$ cat src/rtl/i2s_rx_ctrl_if.sv
// Sample stream from the I2S receive controller to the FFT sample buffer.
// The controller drives the master modport and the buffer drives the slave modport.
interface i2s_rx_ctrl_if #(
  parameter int unsigned SAMPLE_WIDTH = 24
) ();
  logic [SAMPLE_WIDTH-1:0] sample_data;
  logic                    sample_chan;
  logic                    sample_valid;
  logic                    sample_ready;
  logic                    sample_last;

  modport master (
    output sample_data,
    output sample_chan,
    output sample_valid,
    output sample_last,
    input  sample_ready
  );

  modport slave (
    input  sample_data,
    input  sample_chan,
    input  sample_valid,
    input  sample_last,
    output sample_ready
  );
endinterface

$ cat src/rtl/i2s_rx_ctrl.sv
// I2S receive controller: gates the clock generator, skips warm-up frames and streams one
// capture window of SD samples. Define I2S_RX_STEREO_EN to capture both slots.
module i2s_rx_ctrl #(
  parameter int unsigned SAMPLE_WIDTH  = 24,
  parameter int unsigned WINDOW_LEN    = 256,
  parameter int unsigned WARMUP_FRAMES = 4,
  parameter bit          CHANNEL       = 1'b0
) (
  input  logic          clk,
  input  logic          rst,
  input  logic          bclk,
  input  logic          lrclk,
  input  logic          sd,
  input  logic          start,
  output logic          clkgen_rst_n,
  output logic          busy,
  i2s_rx_ctrl_if.master smp,
  output logic          overrun,
  output logic          done
);

  localparam int unsigned FcW = $clog2(WARMUP_FRAMES + 1) + 1;
  localparam int unsigned WcW = $clog2(WINDOW_LEN + 1);

  typedef enum logic [2:0] {StIdle, StSync, StWarmup, StCapture, StDrain} state_e;

  state_e                  state_q, state_d;
  logic                    bclk_q;
  logic                    lr_q, lr_d;
  logic [4:0]              p_q, p_d;
  logic [SAMPLE_WIDTH-1:0] shreg_q, shreg_d;
  logic [FcW-1:0]          frame_q, frame_d;
  logic [WcW-1:0]          win_q, win_d;
  logic [SAMPLE_WIDTH-1:0] data_q, data_d;
  logic                    chan_q, chan_d;
  logic                    valid_q, valid_d;
  logic                    last_q, last_d;
  logic                    overrun_q, overrun_d;
  logic                    done_q, done_d;
`ifdef I2S_RX_STEREO_EN
  logic                    left_seen_q, left_seen_d;
`endif

  logic                    rise, left_start, word_done;
  logic [SAMPLE_WIDTH-1:0] shifted;
  logic                    slot_ok, last_cand, count_inc;
  logic                    accept, capture_hit, hs, load, drop;

  // Slot tracking and deserialisation
  always_comb begin
    rise       = bclk & ~bclk_q;
    left_start = rise & (lrclk != lr_q) & ~lrclk;
    // The sd bit arriving on the completing rise is the word's LSB.
    shifted    = (shreg_q << 1) | SAMPLE_WIDTH'(sd);
    word_done  = rise & (lrclk == lr_q) & (p_q == 5'(SAMPLE_WIDTH - 1));

    lr_d    = lr_q;
    p_d     = p_q;
    shreg_d = shreg_q;
    if (rise) begin
      lr_d = lrclk;
      if (lrclk != lr_q) begin
        p_d     = 5'd0;
        shreg_d = '0;
      end else begin
        if (p_q != 5'd31) p_d = p_q + 5'd1;
        if (p_q < 5'(SAMPLE_WIDTH)) shreg_d = shifted;
      end
    end
  end

  // Slot selection and window bookkeeping
  always_comb begin
`ifdef I2S_RX_STEREO_EN
    // Emission always opens with a left sample; the window counts frames.
    slot_ok   = ~lrclk | left_seen_q;
    count_inc = lrclk;
    last_cand = lrclk & (win_q == WcW'(WINDOW_LEN - 1));
`else
    slot_ok   = (lrclk == CHANNEL);
    count_inc = 1'b1;
    last_cand = (win_q == WcW'(WINDOW_LEN - 1));
`endif
    accept      = (state_q == StIdle) & start;
    capture_hit = (state_q == StCapture) & word_done & slot_ok;
    hs          = valid_q & smp.sample_ready;
    load        = capture_hit & (~valid_q | hs);
    drop        = capture_hit & valid_q & ~smp.sample_ready;
  end

  // FSM next state
  always_comb begin
    state_d = state_q;
    unique case (state_q)
      StIdle:    if (start) state_d = StSync;
      StSync:    if (left_start) state_d = (WARMUP_FRAMES == 0) ? StCapture : StWarmup;
      StWarmup:  if (left_start && (frame_q + FcW'(1) == FcW'(WARMUP_FRAMES))) state_d = StCapture;
      StCapture: if (load && last_cand) state_d = StDrain;
      StDrain:   if (hs && last_q) state_d = StIdle;
      default:   state_d = StIdle;
    endcase
  end

  // FSM outputs
  always_comb begin
    busy         = 1'b0;
    clkgen_rst_n = 1'b0;
    if (state_q != StIdle) begin
      busy         = 1'b1;
      clkgen_rst_n = 1'b1;
    end
  end

  // Counters and output stream registers
  always_comb begin
    frame_d   = frame_q;
    win_d     = win_q;
    data_d    = data_q;
    chan_d    = chan_q;
    valid_d   = valid_q;
    last_d    = last_q;
    overrun_d = overrun_q;
    done_d    = (state_q == StDrain) & hs & last_q;
`ifdef I2S_RX_STEREO_EN
    left_seen_d = left_seen_q;
`endif
    if (accept) begin
      frame_d   = '0;
      win_d     = '0;
      last_d    = 1'b0;
      overrun_d = 1'b0;
`ifdef I2S_RX_STEREO_EN
      left_seen_d = 1'b0;
`endif
    end
    if ((state_q == StWarmup) && left_start) frame_d = frame_q + FcW'(1);
    if (hs) valid_d = 1'b0;
    if (load) begin
      valid_d = 1'b1;
      data_d  = shifted;
      chan_d  = lrclk;
      last_d  = last_cand;
      if (count_inc) win_d = win_q + WcW'(1);
`ifdef I2S_RX_STEREO_EN
      if (!lrclk) left_seen_d = 1'b1;
`endif
    end
    if (drop) overrun_d = 1'b1;
  end

  always_ff @(posedge clk or posedge rst) begin
    if (rst) begin
      state_q   <= StIdle;
      bclk_q    <= 1'b0;
      lr_q      <= 1'b0;
      p_q       <= 5'd0;
      shreg_q   <= '0;
      frame_q   <= '0;
      win_q     <= '0;
      data_q    <= '0;
      chan_q    <= 1'b0;
      valid_q   <= 1'b0;
      last_q    <= 1'b0;
      overrun_q <= 1'b0;
      done_q    <= 1'b0;
`ifdef I2S_RX_STEREO_EN
      left_seen_q <= 1'b0;
`endif
    end else begin
      state_q   <= state_d;
      bclk_q    <= bclk;
      lr_q      <= lr_d;
      p_q       <= p_d;
      shreg_q   <= shreg_d;
      frame_q   <= frame_d;
      win_q     <= win_d;
      data_q    <= data_d;
      chan_q    <= chan_d;
      valid_q   <= valid_d;
      last_q    <= last_d;
      overrun_q <= overrun_d;
      done_q    <= done_d;
`ifdef I2S_RX_STEREO_EN
      left_seen_q <= left_seen_d;
`endif
    end
  end

  assign smp.sample_data  = data_q;
  assign smp.sample_chan  = chan_q;
  assign smp.sample_valid = valid_q;
  assign smp.sample_last  = last_q;
  assign overrun          = overrun_q;
  assign done             = done_q;

endmodule

$ cat src/flat_wrapper.sv
// flat-port wrapper written by rule: the top's interface ports become plain ports
module i2s_rx_ctrl_flat 
#(
  parameter int unsigned SAMPLE_WIDTH  = 24,
  parameter int unsigned WINDOW_LEN    = 256,
  parameter int unsigned WARMUP_FRAMES = 4,
  parameter bit          CHANNEL       = 1'b0
)
  (clk, rst, bclk, lrclk, sd, start, clkgen_rst_n, busy, overrun, done, smp_sample_data, smp_sample_chan, smp_sample_valid, smp_sample_last, smp_sample_ready);
  i2s_rx_ctrl_if #(.SAMPLE_WIDTH(SAMPLE_WIDTH)) smp_i ();
  input  logic clk;
  input  logic rst;
  input  logic bclk;
  input  logic lrclk;
  input  logic sd;
  input  logic start;
  output logic clkgen_rst_n;
  output logic busy;
  output logic overrun;
  output logic done;
  output wire logic [$bits(smp_i.sample_data)-1:0] smp_sample_data;
  output wire logic [$bits(smp_i.sample_chan)-1:0] smp_sample_chan;
  output wire logic [$bits(smp_i.sample_valid)-1:0] smp_sample_valid;
  output wire logic [$bits(smp_i.sample_last)-1:0] smp_sample_last;
  input wire logic [$bits(smp_i.sample_ready)-1:0] smp_sample_ready;
  assign smp_sample_data = smp_i.sample_data;
  assign smp_sample_chan = smp_i.sample_chan;
  assign smp_sample_valid = smp_i.sample_valid;
  assign smp_sample_last = smp_i.sample_last;
  assign smp_i.sample_ready = smp_sample_ready;
  i2s_rx_ctrl #(.SAMPLE_WIDTH(SAMPLE_WIDTH), .WINDOW_LEN(WINDOW_LEN), .WARMUP_FRAMES(WARMUP_FRAMES), .CHANNEL(CHANNEL)) u_core (.clk(clk), .rst(rst), .bclk(bclk), .lrclk(lrclk), .sd(sd), .start(start), .clkgen_rst_n(clkgen_rst_n), .busy(busy), .smp(smp_i), .overrun(overrun), .done(done));
endmodule
$ cat config.mk
export PLATFORM = sky130hd
export DESIGN_NAME = i2s_rx_ctrl_flat
export DESIGN_NICKNAME = d
export VERILOG_FILES = /design/src/rtl/i2s_rx_ctrl_if.sv /design/src/rtl/i2s_rx_ctrl.sv /design/src/flat_wrapper.sv
export SDC_FILE = /design/constraint.sdc
export NUM_CORES = 1
export LEC_CHECK = 0
export ABC_AREA = 1
export CAP_MARGIN = 15
export CORE_MARGIN = 3
export CORE_UTILIZATION = 56
export CTS_CLUSTER_DIAMETER = 60
export DETAILED_ROUTE_END_ITERATION = 10
export PLACE_DENSITY_LB_ADDON = 0.3
export SYNTH_ARGS = -nofsm -noshare
export SYNTH_HDL_FRONTEND = slang
export SYNTH_SLANG_ARGS = --single-unit
$ cat constraint.sdc
create_clock -name clk -period 3.1 [get_ports clk]
set_input_delay 0.465 -clock clk [delete_from_list [all_inputs] [get_ports clk]]
set_output_delay 0.465 -clock clk [all_outputs]
set_load 0.01 [all_outputs]
==> results.cfg <==
[timing]
tightest_slew_ns = 0.681
grt_setup_unrepaired = false
fmax_mhz = 461
period_minus_slack_ns = 2.17
tns_ns = 0
hold_violations = 0
finClkSkew_ns = 0.00769
relSlewSlack_pct = 54.6
post-route-period-util_pct = 69.9
drv_slew = 0
holdWs_ns = 0.478
setup_viol = 0

[synthesis]
syn_area_um2 = 3490
ys_seq_area_share_pct = 53.8
synth_nets = 392
synth-seq-cells = 75
synthCells = 379
synth.avg_cell_area_um2 = 9.20
yosysUniqueCellTypes = 33
yosys_warnings = 0

[detailed_routing]
wirelength_um = 6440
wl_per_cell_um = 13.0
routed_via_density = 5.23
drc = 0
dr.pass1.iters = 5
routed-via-count = 2594
drt_iter0_markers = 159
drtAntennaViolNets = 0

[run_status]
status = complete, no violations

[final_layout]
num_antenna_cells = 0
syn2layout_area_growth_pct = 17.3
finalNetCount = 430
nFillCells = 480
final_layout_size_suffix_gt1_share_pct = 14.5

[power_and_ir_drop]
ir_drop_uv = 455
switchingPower_uw = 598
seqPwrFrac_pct = 49.4
p_comb_share_pct = 14.2
power_per_cell_area_nw_per_um2 = 532
swShare_pct = 27.5
leakage_nw = 1.90
clockPowerShare_pct = 36.4
intPower_mw = 1.58

[floorplanning]
ios = 38
fp-row-count = 28
die_h_um = 84.9
core_um2 = 5990
start_util_pct = 58.2
die_area_um2 = 7210
die_w_um = 84.9

[critical_path]
cp_max_fo = 5
required_ns = 2.63
end_kind = output pin
crit_arrival_ns = 1.70
cp-start-kind = flip-flop
crit_chain = nor2_1 > nand2_1 > clkdlybuf4s50_1
crit_buf_inv = 1
reg2reg_depth = 13
crit_slowest_cell = clkdlybuf4s50_1
crit_cells = 3
critPathKind = flip-flop to output pin
cpPeakStageDelay_ns = 0.50
critical-path-top-delay-family = buffers and inverters

[placed_design]
portBuffers = 37
place_hpwl_um = 4290
place_congestion = 0.845

[global_route]
use_met2_pct = 33.6
grt_pass1_vias = 2658
grtUsageMet1_pct = 26.6
gr-total-overflow = 0
antenna_found_initial = 0
grt_use_total_pct = 20.4
busiest_layer = met2
grt_max_degree = 76
use_met3_pct = 4.17
grt_first_pass_wirelength_um = 11800

[clock_tree]
cts_buffers = 9
clkTransAtPathRegs_ns = 0.07
ctsHoldBuffers = 0
root_buffer = clkbuf_8
insertion_delay_ns = 0.34
cts.htree.levels = 3
cts_tree = yes
cts_setup_buffers = 0
clock-sinks = 75
cts_resized = 0
clk_path_buf_depth = 2

[worst_hold_path]
holdPathStages = 2
hold_path_class = flip-flop to flip-flop

[run]
maxCapViolCount = 0
## cells by family (layout without fill, tap and decap cells)
group                    count (synthesis)  after routing  share of synthesized area (%)
adder cells (fa/ha/maj)                  6              6                           2.15
AO/OA/AOI/OAI                           68             68                           13.3
buffers and inverters                   73            115                           9.51
AND/OR/NAND/NOR                        157            157                           21.2
flip-flops                              75             75                           53.8
## cell usage in the layout, fill, tap and decap left out, types with 3 or more instances in the layout
master and instances:
o22ai_1 3, nand4_1 7, o21ai_0 30, nand2_1 64
o21ai_2 24, nand2_2 7, ha_1 6, inv_1 55
dfrtp_1 75, inv_2 4, a21oi_1 3, nand3_1 46
o21ai_1 4, nor2_1 23, clkdlybuf4s50_1 37, clkbuf_8 9
## flip-flops by register name, summed over array words and instances (netlist names)
name,cells
u_core.overrun,1
u_core.done,1
u_core.smp.sample_valid,1
u_core.smp.sample_data,24
u_core.bclk_q,1
u_core.shreg_q,23
u_core.p_q,5
u_core.lr_q,1
u_core.smp.sample_last,1
u_core.state_q,3
u_core.frame_q,4
u_core.smp.sample_chan,1
u_core.win_q,9
## power by group through the flow
stage / Sequential, mW / Combinational (mW) / Clock (mW)
2_1_floorplan: 1.08 / 0.233 / 0
3_3_place_gp: 1.09 / 0.300 / 0
5_1_grt: 1.08 / 0.358 / 0.864
4_1_cts: 1.07 / 0.311 / 0.815
3_5_place_dp: 1.09 / 0.309 / 0
6_report: 1.07 / 0.309 / 0.793
## worst register-to-register path: stages, from the launching register on
cell and delay (ns):
dfrtp_1 0.41, ha_1 0.19, nand2_1 0.05, inv_1 0.07
nand2_1 0.07, nor2_1 0.17, nand3_1 0.12, nor2_1 0.12
ha_1 0.19, nand4_1 0.17, nand2_1 0.16, nand2_1 0.07
nand2_1 0.06, nand2_1 0.05
## Yosys cell counts, drive strengths merged
master | count | share of area, %
o21ai | 58 | 11
a31oi | 1 | 0.61
nand4 | 7 | 1.3
a22o | 1 | 0.25
buf | 9 | 2.4
o22ai | 4 | 0.90
clkinv | 1 | 0.25
dfrtp | 75 | 54
nand2 | 72 | 8.5
nor2 | 24 | 2.8
or2 | 2 | 0.36
nor3 | 3 | 0.75
o31ai | 1 | 0.22
nand3 | 48 | 7.4
a21oi | 3 | 0.43
clkbuf | 4 | 0.50
inv | 59 | 6.4
nor4 | 1 | 0.18
ha | 6 | 2.2
## metrics by stage
step                setup slack, ns  cells  util (%)  cell area [µm²]  total power [mW]
finish                        0.932    496      68.3             4090              2.18
global route                  0.790    496      68.3             4090              2.30
CTS                           0.913    496      68.3             4090              2.20
detailed placement            0.612    481      64.8             3880              1.40
global placement              0.707    481      64.8             3880              1.39
floorplan                     0.725    379         -             3490              1.31
## metal layers
layer	wire length (µm)	part of all wire, %	up-vias
li1	-	-	1300
met1	2990	46	1241
met4	61	0.95	0
met3	228	3.5	7
met5	0	0	-
met2	3160	49	46
## worst paths after layout
| check | startpoint | to | slack [ns] |
|---|---|---|---|
| worst max-delay path | u_core.state_q[0] | busy | 0.93 |
| worst min-delay path | u_core.smp.sample_chan | u_core.smp.sample_chan | 0.48 |
| worst max register to register | u_core.win_q[0] | u_core.state_q[1] | 1.12 |
| worst min register to register | u_core.smp.sample_chan | u_core.smp.sample_chan | 0.48 |
| max in group asynchronous | rst | u_core.smp.sample_data[23] | 2.27 |
| min in group asynchronous | rst | u_core.state_q[1] | 0.52 |
## layout make-up
class | instances | area, µm² | share of cell area (%)
Clock buffer | 10 | 128 | 3.12
Inverter | 60 | 230 | 5.63
Timing Repair Buffer | 40 | 405 | 9.91
Sequential cell | 75 | 1880 | 45.9
Multi-Input combinational cell | 231 | 1280 | 31.3
Tap cell | 75 | 93.8 | 2.29
Clock inverter | 5 | 78.8 | 1.93
Note: power is estimated with default switching activity, not from simulation.
